File: config.mk
export PLATFORM = sky130hd
export DESIGN_NAME = dm_port_arbiter
export DESIGN_NICKNAME = d
export VERILOG_FILES = /design/src/rtl/dm_port_arbiter.sv
export SDC_FILE = /design/constraint.sdc
export NUM_CORES = 1
export LEC_CHECK = 0
export CAP_MARGIN = 20
export CORE_AREA = 2 2 141 143
export CTS_CLUSTER_DIAMETER = 80
export CTS_CLUSTER_SIZE = 8
export DETAILED_ROUTE_END_ITERATION = 12
export DIE_AREA = 0 0 143 145
export MAX_ROUTING_LAYER = met4
export PLACE_DENSITY_LB_ADDON = 0.15
export SYNTH_ARGS = -nofsm -noshare
export SYNTH_HDL_FRONTEND = slang
export SYNTH_SLANG_ARGS = --single-unit
File: constraint.sdc
create_clock -name clk -period 3.91 [get_ports clk]
set_input_delay 0.5865 -clock clk [delete_from_list [all_inputs] [get_ports clk]]
set_output_delay 0.5865 -clock clk [all_outputs]
set_load 0.05 [all_outputs]
File: src/rtl/dm_port_arbiter.sv
// dm_port_arbiter: two-port round-robin arbiter in front of the single-port
// word data memory. Port 0 is the CPU load/store stage, port 1 the secondary
// master. Each grant lasts exactly one cycle. All outputs decode from the
// registered state, and the granted port's inputs pass through combinationally.
// Out-of-range word addresses raise err, suppress the write and read as zero.
// Optional feature: define DM_ARB_TRACE_EN to print one line per committed write.
module dm_port_arbiter #(
  parameter int unsigned DEPTH_WORDS = 3072,
  parameter int unsigned IDX_LSB     = 2,
  parameter int unsigned IDX_W       = 12
) (
  input  logic        clk,
  input  logic        reset,
  input  logic        req0,
  input  logic        req1,
  input  logic        we0,
  input  logic        we1,
  input  logic [31:0] addr0,
  input  logic [31:0] addr1,
  input  logic [31:0] wdata0,
  input  logic [31:0] wdata1,
  input  logic [31:0] pc0,
  input  logic [31:0] pc1,
  output logic        gnt0,
  output logic        gnt1,
  output logic [31:0] rdata,
  output logic        err,
  output logic        busy,
  output logic        dm_sel,
  output logic [31:0] dm_addr,
  output logic [31:0] dm_data,
  output logic [31:0] dm_pc,
  input  logic [31:0] dm_out
);

  typedef enum logic [1:0] {
    IDLE = 2'd0,
    GNT0 = 2'd1,
    GNT1 = 2'd2
  } state_t;

  state_t            state_reg;
  state_t            state_next;
  logic              last_reg;
  logic              last_next;
  logic [1:0][31:0]  addr_v;
  logic [1:0]        range_err;

  assign addr_v[0] = addr0;
  assign addr_v[1] = addr1;

  // Per-port range check: word index past the end, or any byte-address bit
  // above the index field set. The low byte-offset bits are ignored.
  generate
    for (genvar gi = 0; gi < 2; gi++) begin : g_range
      logic [IDX_W-1:0] idx;
      assign idx = addr_v[gi][IDX_LSB+IDX_W-1:IDX_LSB];
      assign range_err[gi] = ({{(32-IDX_W){1'b0}}, idx} >= DEPTH_WORDS) |
                             (|addr_v[gi][31:IDX_LSB+IDX_W]);
    end
  endgenerate

  // State and last-winner registers; port 0 wins the first tie after reset.
  always_ff @(posedge clk) begin
    if (reset) begin
      state_reg <= IDLE;
      last_reg  <= 1'b1;
    end else begin
      state_reg <= state_next;
      last_reg  <= last_next;
    end
  end

  // Next-state: in a grant state the own request is being consumed, so only
  // the other port can follow directly; that gives strict alternation.
  always_comb begin
    state_next = IDLE;
    last_next  = last_reg;
    case (state_reg)
      IDLE: begin
        if (req0 && req1) state_next = last_reg ? GNT0 : GNT1;
        else if (req0)    state_next = GNT0;
        else if (req1)    state_next = GNT1;
        else              state_next = IDLE;
      end
      GNT0: begin
        last_next  = 1'b0;
        state_next = req1 ? GNT1 : IDLE;
      end
      GNT1: begin
        last_next  = 1'b1;
        state_next = req0 ? GNT0 : IDLE;
      end
      default: state_next = IDLE;
    endcase
  end

  // Output decode: route the granted port to the memory, everything zero when idle.
  always_comb begin
    gnt0    = 1'b0;
    gnt1    = 1'b0;
    busy    = 1'b0;
    err     = 1'b0;
    dm_sel  = 1'b0;
    dm_addr = 32'd0;
    dm_data = 32'd0;
    dm_pc   = 32'd0;
    rdata   = 32'd0;
    case (state_reg)
      GNT0: begin
        gnt0    = 1'b1;
        busy    = 1'b1;
        err     = range_err[0];
        dm_sel  = we0 & ~range_err[0];
        dm_addr = addr0;
        dm_data = wdata0;
        dm_pc   = pc0;
        rdata   = range_err[0] ? 32'd0 : dm_out;
      end
      GNT1: begin
        gnt1    = 1'b1;
        busy    = 1'b1;
        err     = range_err[1];
        dm_sel  = we1 & ~range_err[1];
        dm_addr = addr1;
        dm_data = wdata1;
        dm_pc   = pc1;
        rdata   = range_err[1] ? 32'd0 : dm_out;
      end
      default: ;
    endcase
  end

`ifdef DM_ARB_TRACE_EN
  // Write trace: one line per write the memory actually commits.
  always_ff @(posedge clk) begin
    if (!reset && dm_sel) begin
      $display("@%h: *%h <= %h", dm_pc, dm_addr, dm_data);
    end
  end
`else
`endif

endmodule

==> results of run 1 <==
cell families (layout without fill, tap and decap cells):
kind of cell | Yosys count | count (layout) | synth area share [%]
compound gates | 105 | 105 | 58.4
simple gates | 57 | 57 | 24.1
flops | 3 | 3 | 3.84
other cells | 0 | 1 | 0
buf+inv | 31 | 374 | 10.6
fa+ha+maj | 4 | 4 | 3.20
metrics by stage:
step                      hold WS (ns)  util (%)  worst slack [ns]
final                            0.488      35.4             0.426
after global routing             0.503      35.4             0.237
after CTS                        0.485      35.4             0.439
after detailed placement         0.478      34.9             0.440
after global placement           0.467      34.9             0.500
after floorplan                  0.449         -              1.13
cell usage in the layout, fill, tap and decap left out, types with 3 or more instances in the layout:
cell type / netlist / layout
buf_4: 0 / 4
nor4_1: 4 / 4
buf_12: 0 / 130
dfxtp_1: 3 / 3
clkdlybuf4s50_1: 0 / 233
a22o_1: 95 / 95
ha_1: 4 / 4
nand2_1: 6 / 6
nor4_2: 4 / 4
inv_1: 3 / 3
clkbuf_16: 0 / 3
and3_1: 30 / 30
critical path, stage by stage:
cell             delay (ns)
clkdlybuf4s50_1        0.43
nor4_1                 0.49
nand3_2                0.20
nor3_1                 0.23
o21a_1                 0.15
clkdlybuf4s50_1        0.81
worst min path at each step:
stage,endpoint,cells after the start,startpoint
final,last_reg,1,last_reg
after global routing,last_reg,1,last_reg
after CTS,last_reg,1,last_reg
after detailed placement,last_reg,1,last_reg
after global placement,last_reg,1,last_reg
after floorplan,last_reg,1,last_reg
per-layer routing:
layer	track usage [%]	wire [µm]
met2	25.5	7840
met4	4.85	443
met5	-	0
met1	12.6	4800
met3	3.37	1390
power by group through the flow:
| stage | clock network (mW) | registers (mW) | logic, mW |
|---|---|---|---|
| final | 0.165 | 0.0364 | 0.731 |
| after global placement | 0 | 0.0366 | 0.733 |
| after global routing | 0.170 | 0.0367 | 0.764 |
| after detailed placement | 0 | 0.0368 | 0.736 |
| after floorplan | 0 | 0.0362 | 0.262 |
| after CTS | 0.167 | 0.0363 | 0.739 |
cell type report:
type	count	area (µm²)
inverters	3	11.3
clock buffers	4	78.8
multi-input cells	166	1350
flip-flops and latches	3	60.1
repair buffers	367	4960
fillers	1887	12400
well taps	265	332
diodes	1	2.50
==> results.cfg, run 1 <==
[status]
status = finished, final reports clean

[worst_setup_path]
end_kind = output pin
crit_type = primary input to output pin
worstReg2RegStart = state_reg[0]
critPathLaunch = addr1[25]
cp.required_ns = 3.32
worstSetupStartpointType = primary input
reg2reg_slack_ns = 2.32
reg2reg_depth = 5
worstSetupEndpoint = dm_sel
crit_arrival_ns = 2.90
r2r-end = last_reg
cp_max_fo = 3

[floorplan]
core_area_um2 = 19200
die_h_um = 145
io_pins = 363
die_x_um = 143
start_util_pct = 8.15
fp-row-count = 51
die-area_um2 = 20700

[power_and_ir_drop]
irDropWorstVdd_uv = 163
p_total_mw = 0.932
pwr-share-comb_pct = 78.4
p_seq_share_pct = 3.9
power_leakage_nw = 2.65
clock_power_share_pct = 17.7
switching_share_pct = 37.5
intPower_mw = 0.582
power.switching_mw = 0.350
cellPowerDensity_nw_per_um2 = 137

[clocking]
clk_latency_ns = 0.23
clk_pin_slew_worst_paths_ns = 0.03
cts_root_buffer = clkbuf_16
htreeDepth = 1
clock_sink_count = 3
cts_setup_buffers = 0
cts_buffers = 3
cts_resized = 0
cts_tree = built
hold_buffers = 0
clockBufferDepth = 2

[synth]
synth_common_cells = a22o_1, and3_1, buf_2
synth_seq_cells = 3
synthFlopType = dfxtp_1
seq_area_frac_synth_pct = 3.84
synth_enable_flop_cells = 0
syn_inst = 200
synth_cell_types = 25
synth_nets = 434
syn_area_um2 = 1570
async_flop_share_pct = 0
avgSynthCellArea_um2 = 7.83
synth_top_area_share_pct = 53.2
yosysMostFrequentCell = a22o_1
yosys-top-cells-area = a22o_1, and3_1, buf_2, dfxtp_1, ha_1
synth_top_area_cell = a22o_1
yosysWarnings = 0

[routing]
drc = 0
dr.pass1.iters = 4
drt_iter0_markers = 69
vias_per_cell = 4.03
wl_per_cell_um = 17.9
ant_nets = 0
totalWireLength_um = 14500
vias = 3264

[job]
drv_cap = 0

[global_routing]
antenna_found_initial = 1
grt_max_degree = 53
grtUsageTotal_pct = 13.3
grt_pass1_vias = 3480
grt.overflow.total = 0
grt_pass1_wl_um = 20700

[cells_and_area]
area_growth_pct = 334
fin_nets = 778
drive_gt1_share_pct = 27.4
postLayoutCellArea_um2 = 6790
largest_reg_flops = 2
layoutNonFillerInstCount = 809

[timing]
hold_viol = 0
setup_tns_ns = 0
rsz0062_at_grt = false
period_share_pct = 89.1
maxSlewHeadroom_pct = 52.2
finalMaxSlewViolations = 0
worst_slew_pin_slew_ns = 0.716
fin_crit_ns = 3.48
skew_ns = 0.00294
clock.fmax_ghz = 0.287
finalSetupViolCount = 0

[placement]
place_hpwl_um = 12600
place_area_um2 = 6710
finalWeightedCongestion = 0.767
dp.cells = 804
portBuffers = 362

[hold_path]
hold_class = register to register
Power figures use the tool's default switching activity.
==> run 2: changes to the inputs <==
==> constraint.sdc (replaced) <==
create_clock -name clk -period 4.2 [get_ports clk]
set_input_delay 0.63 -clock clk [delete_from_list [all_inputs] [get_ports clk]]
set_output_delay 0.63 -clock clk [all_outputs]
set_load 0.05 [all_outputs]
==> results.cfg, run 2 (synthesized netlist as in run 1, its figures left out) <==
[timing]
fin_crit_ns = 3.43
clock.fmax_ghz = 0.291
skew_ns = 0.00253
worst_slew_pin_slew_ns = 0.721
rsz0062_at_grt = false
setup_tns_ns = 0
period_share_pct = 81.7
hold_viol = 0
finalMaxSlewViolations = 0
finalSetupViolCount = 0
maxSlewHeadroom_pct = 52.0

[clocking]
cts_tree = built
hold_buffers = 0
clk_latency_ns = 0.23
clockBufferDepth = 2
cts_root_buffer = clkbuf_16
htreeDepth = 1
clock_sink_count = 3
cts_setup_buffers = 0
clk_pin_slew_worst_paths_ns = 0.03
cts_resized = 0
cts_buffers = 3

[routing]
totalWireLength_um = 13400
vias = 3177
vias_per_cell = 3.94
wl_per_cell_um = 16.6
drc = 0
dr.pass1.iters = 4
ant_nets = 0
drt_iter0_markers = 54

[worst_setup_path]
crit_arrival_ns = 2.80
cp_max_fo = 2
reg2reg_depth = 5
end_kind = output pin
worstReg2RegStart = state_reg[0]
cpMaxStageDelayCell = clkdlybuf4s50_1
critPathMaxStageDelay_ns = 0.80
crit_type = primary input to output pin
r2r-end = last_reg
reg2reg_slack_ns = 2.08
cpMostUsedCell = clkdlybuf4s50_1
worstPathCellList = clkdlybuf4s50_1, nor4_1, nand2_1, nor3_1, o21a_1, clkdlybuf4s50_1
cp.required_ns = 3.57
worstSetupStartpointType = primary input

[global_routing]
grtUsageTotal_pct = 11.7
grt.overflow.total = 0
antenna_found_initial = 0
grt_pass1_vias = 3250
grt_max_degree = 62
grt_pass1_wl_um = 18300

[cells_and_area]
drive_gt1_share_pct = 26.1
area_growth_pct = 230
layoutNonFillerInstCount = 806
fin_util_pct = 26.9
layout_commonest_cell = clkdlybuf4s50_1
insertedDiodeCount = 0
fin_nets = 776
final_cell_mix = clkdlybuf4s50_1, buf_4, a22o_1
largest_reg_flops = 2

[power_and_ir_drop]
power.switching_mw = 0.300
switching_share_pct = 40.5
power_leakage_nw = 2.27
clock_power_share_pct = 20.6
cellPowerDensity_nw_per_um2 = 143
irDropWorstVdd_uv = 90.4
p_seq_share_pct = 4.6
intPower_mw = 0.441
pwr-share-comb_pct = 74.8
p_total_mw = 0.741

[floorplan]
die_x_um = 143
io_pins = 363
die-area_um2 = 20700
fp-row-count = 51
core_area_um2 = 19200
die_h_um = 145
start_util_pct = 8.15

[job]
drv_cap = 0

[placement]
dp.cells = 802
finalWeightedCongestion = 0.763
portBuffers = 362
place_hpwl_um = 11300

[status]
status = finished, final reports clean

[hold_path]
hold_depth = 1
min_from = last_reg
hold_class = register to register
min_to = last_reg
-- run 2: cell count changes in the layout (fill, tap and decap cells not counted) --
cell / delta
buf_12: -130
clkdlybuf4s50_1: +6
diode_2: -1
buf_4: +122
-- run 2: area by class of cell --
cell class	instances	area [µm²]
Tap cell	265	332
Multi-Input combinational cell	166	1350
Clock buffer	4	78.8
Timing Repair Buffer	365	3340
Inverter	3	11.3
Sequential cell	3	60.1
Fill cell	2083	14000
-- run 2: worst max-delay path by stage --
stage	slack, ns	to	start
after detailed placement	0.73	dm_sel	addr1[21]
after CTS	0.72	dm_sel	addr1[21]
final	0.77	dm_sel	addr1[21]
after global placement	0.72	dm_sel	addr1[25]
after global routing	0.59	rdata[1]	addr1[21]
after floorplan	1.38	dm_addr[12]	state_reg[0]
-- run 2: worst max-delay path: cells and delay by family --
family / cells / cell delay, ns
AOI/OAI and AO/OA: 1 / 0.14
buffers and inverters: 2 / 1.22
and+or+nand+nor: 3 / 0.81
-- run 2: power groups by stage --
stage	sequential, mW	combinational [mW]	clock [mW]
4_1_cts	0.0339	0.560	0.156
6_report	0.0339	0.554	0.153
2_1_floorplan	0.0337	0.244	0
3_3_place_gp	0.0342	0.555	0
3_5_place_dp	0.0344	0.559	0
5_1_grt	0.0343	0.582	0.157
-- run 2: stage by stage --
step	setup WS, ns	area (µm²)	hold slack, ns
global route	0.587	5160	0.518
floorplan	1.38	1570	0.449
CTS	0.723	5160	0.494
finish	0.767	5160	0.484
detailed placement	0.727	5090	0.487
global placement	0.718	5090	0.475
-- run 2: per-layer routing --
metal  vias up  global-route usage (%)  share of wire, %
li1       1518                       -                 -
met1      1461                    11.1                35
met2       193                    25.0                58
met3         5                    1.32               7.0
met4         0                    1.49              0.55
met5         -                       -                 0
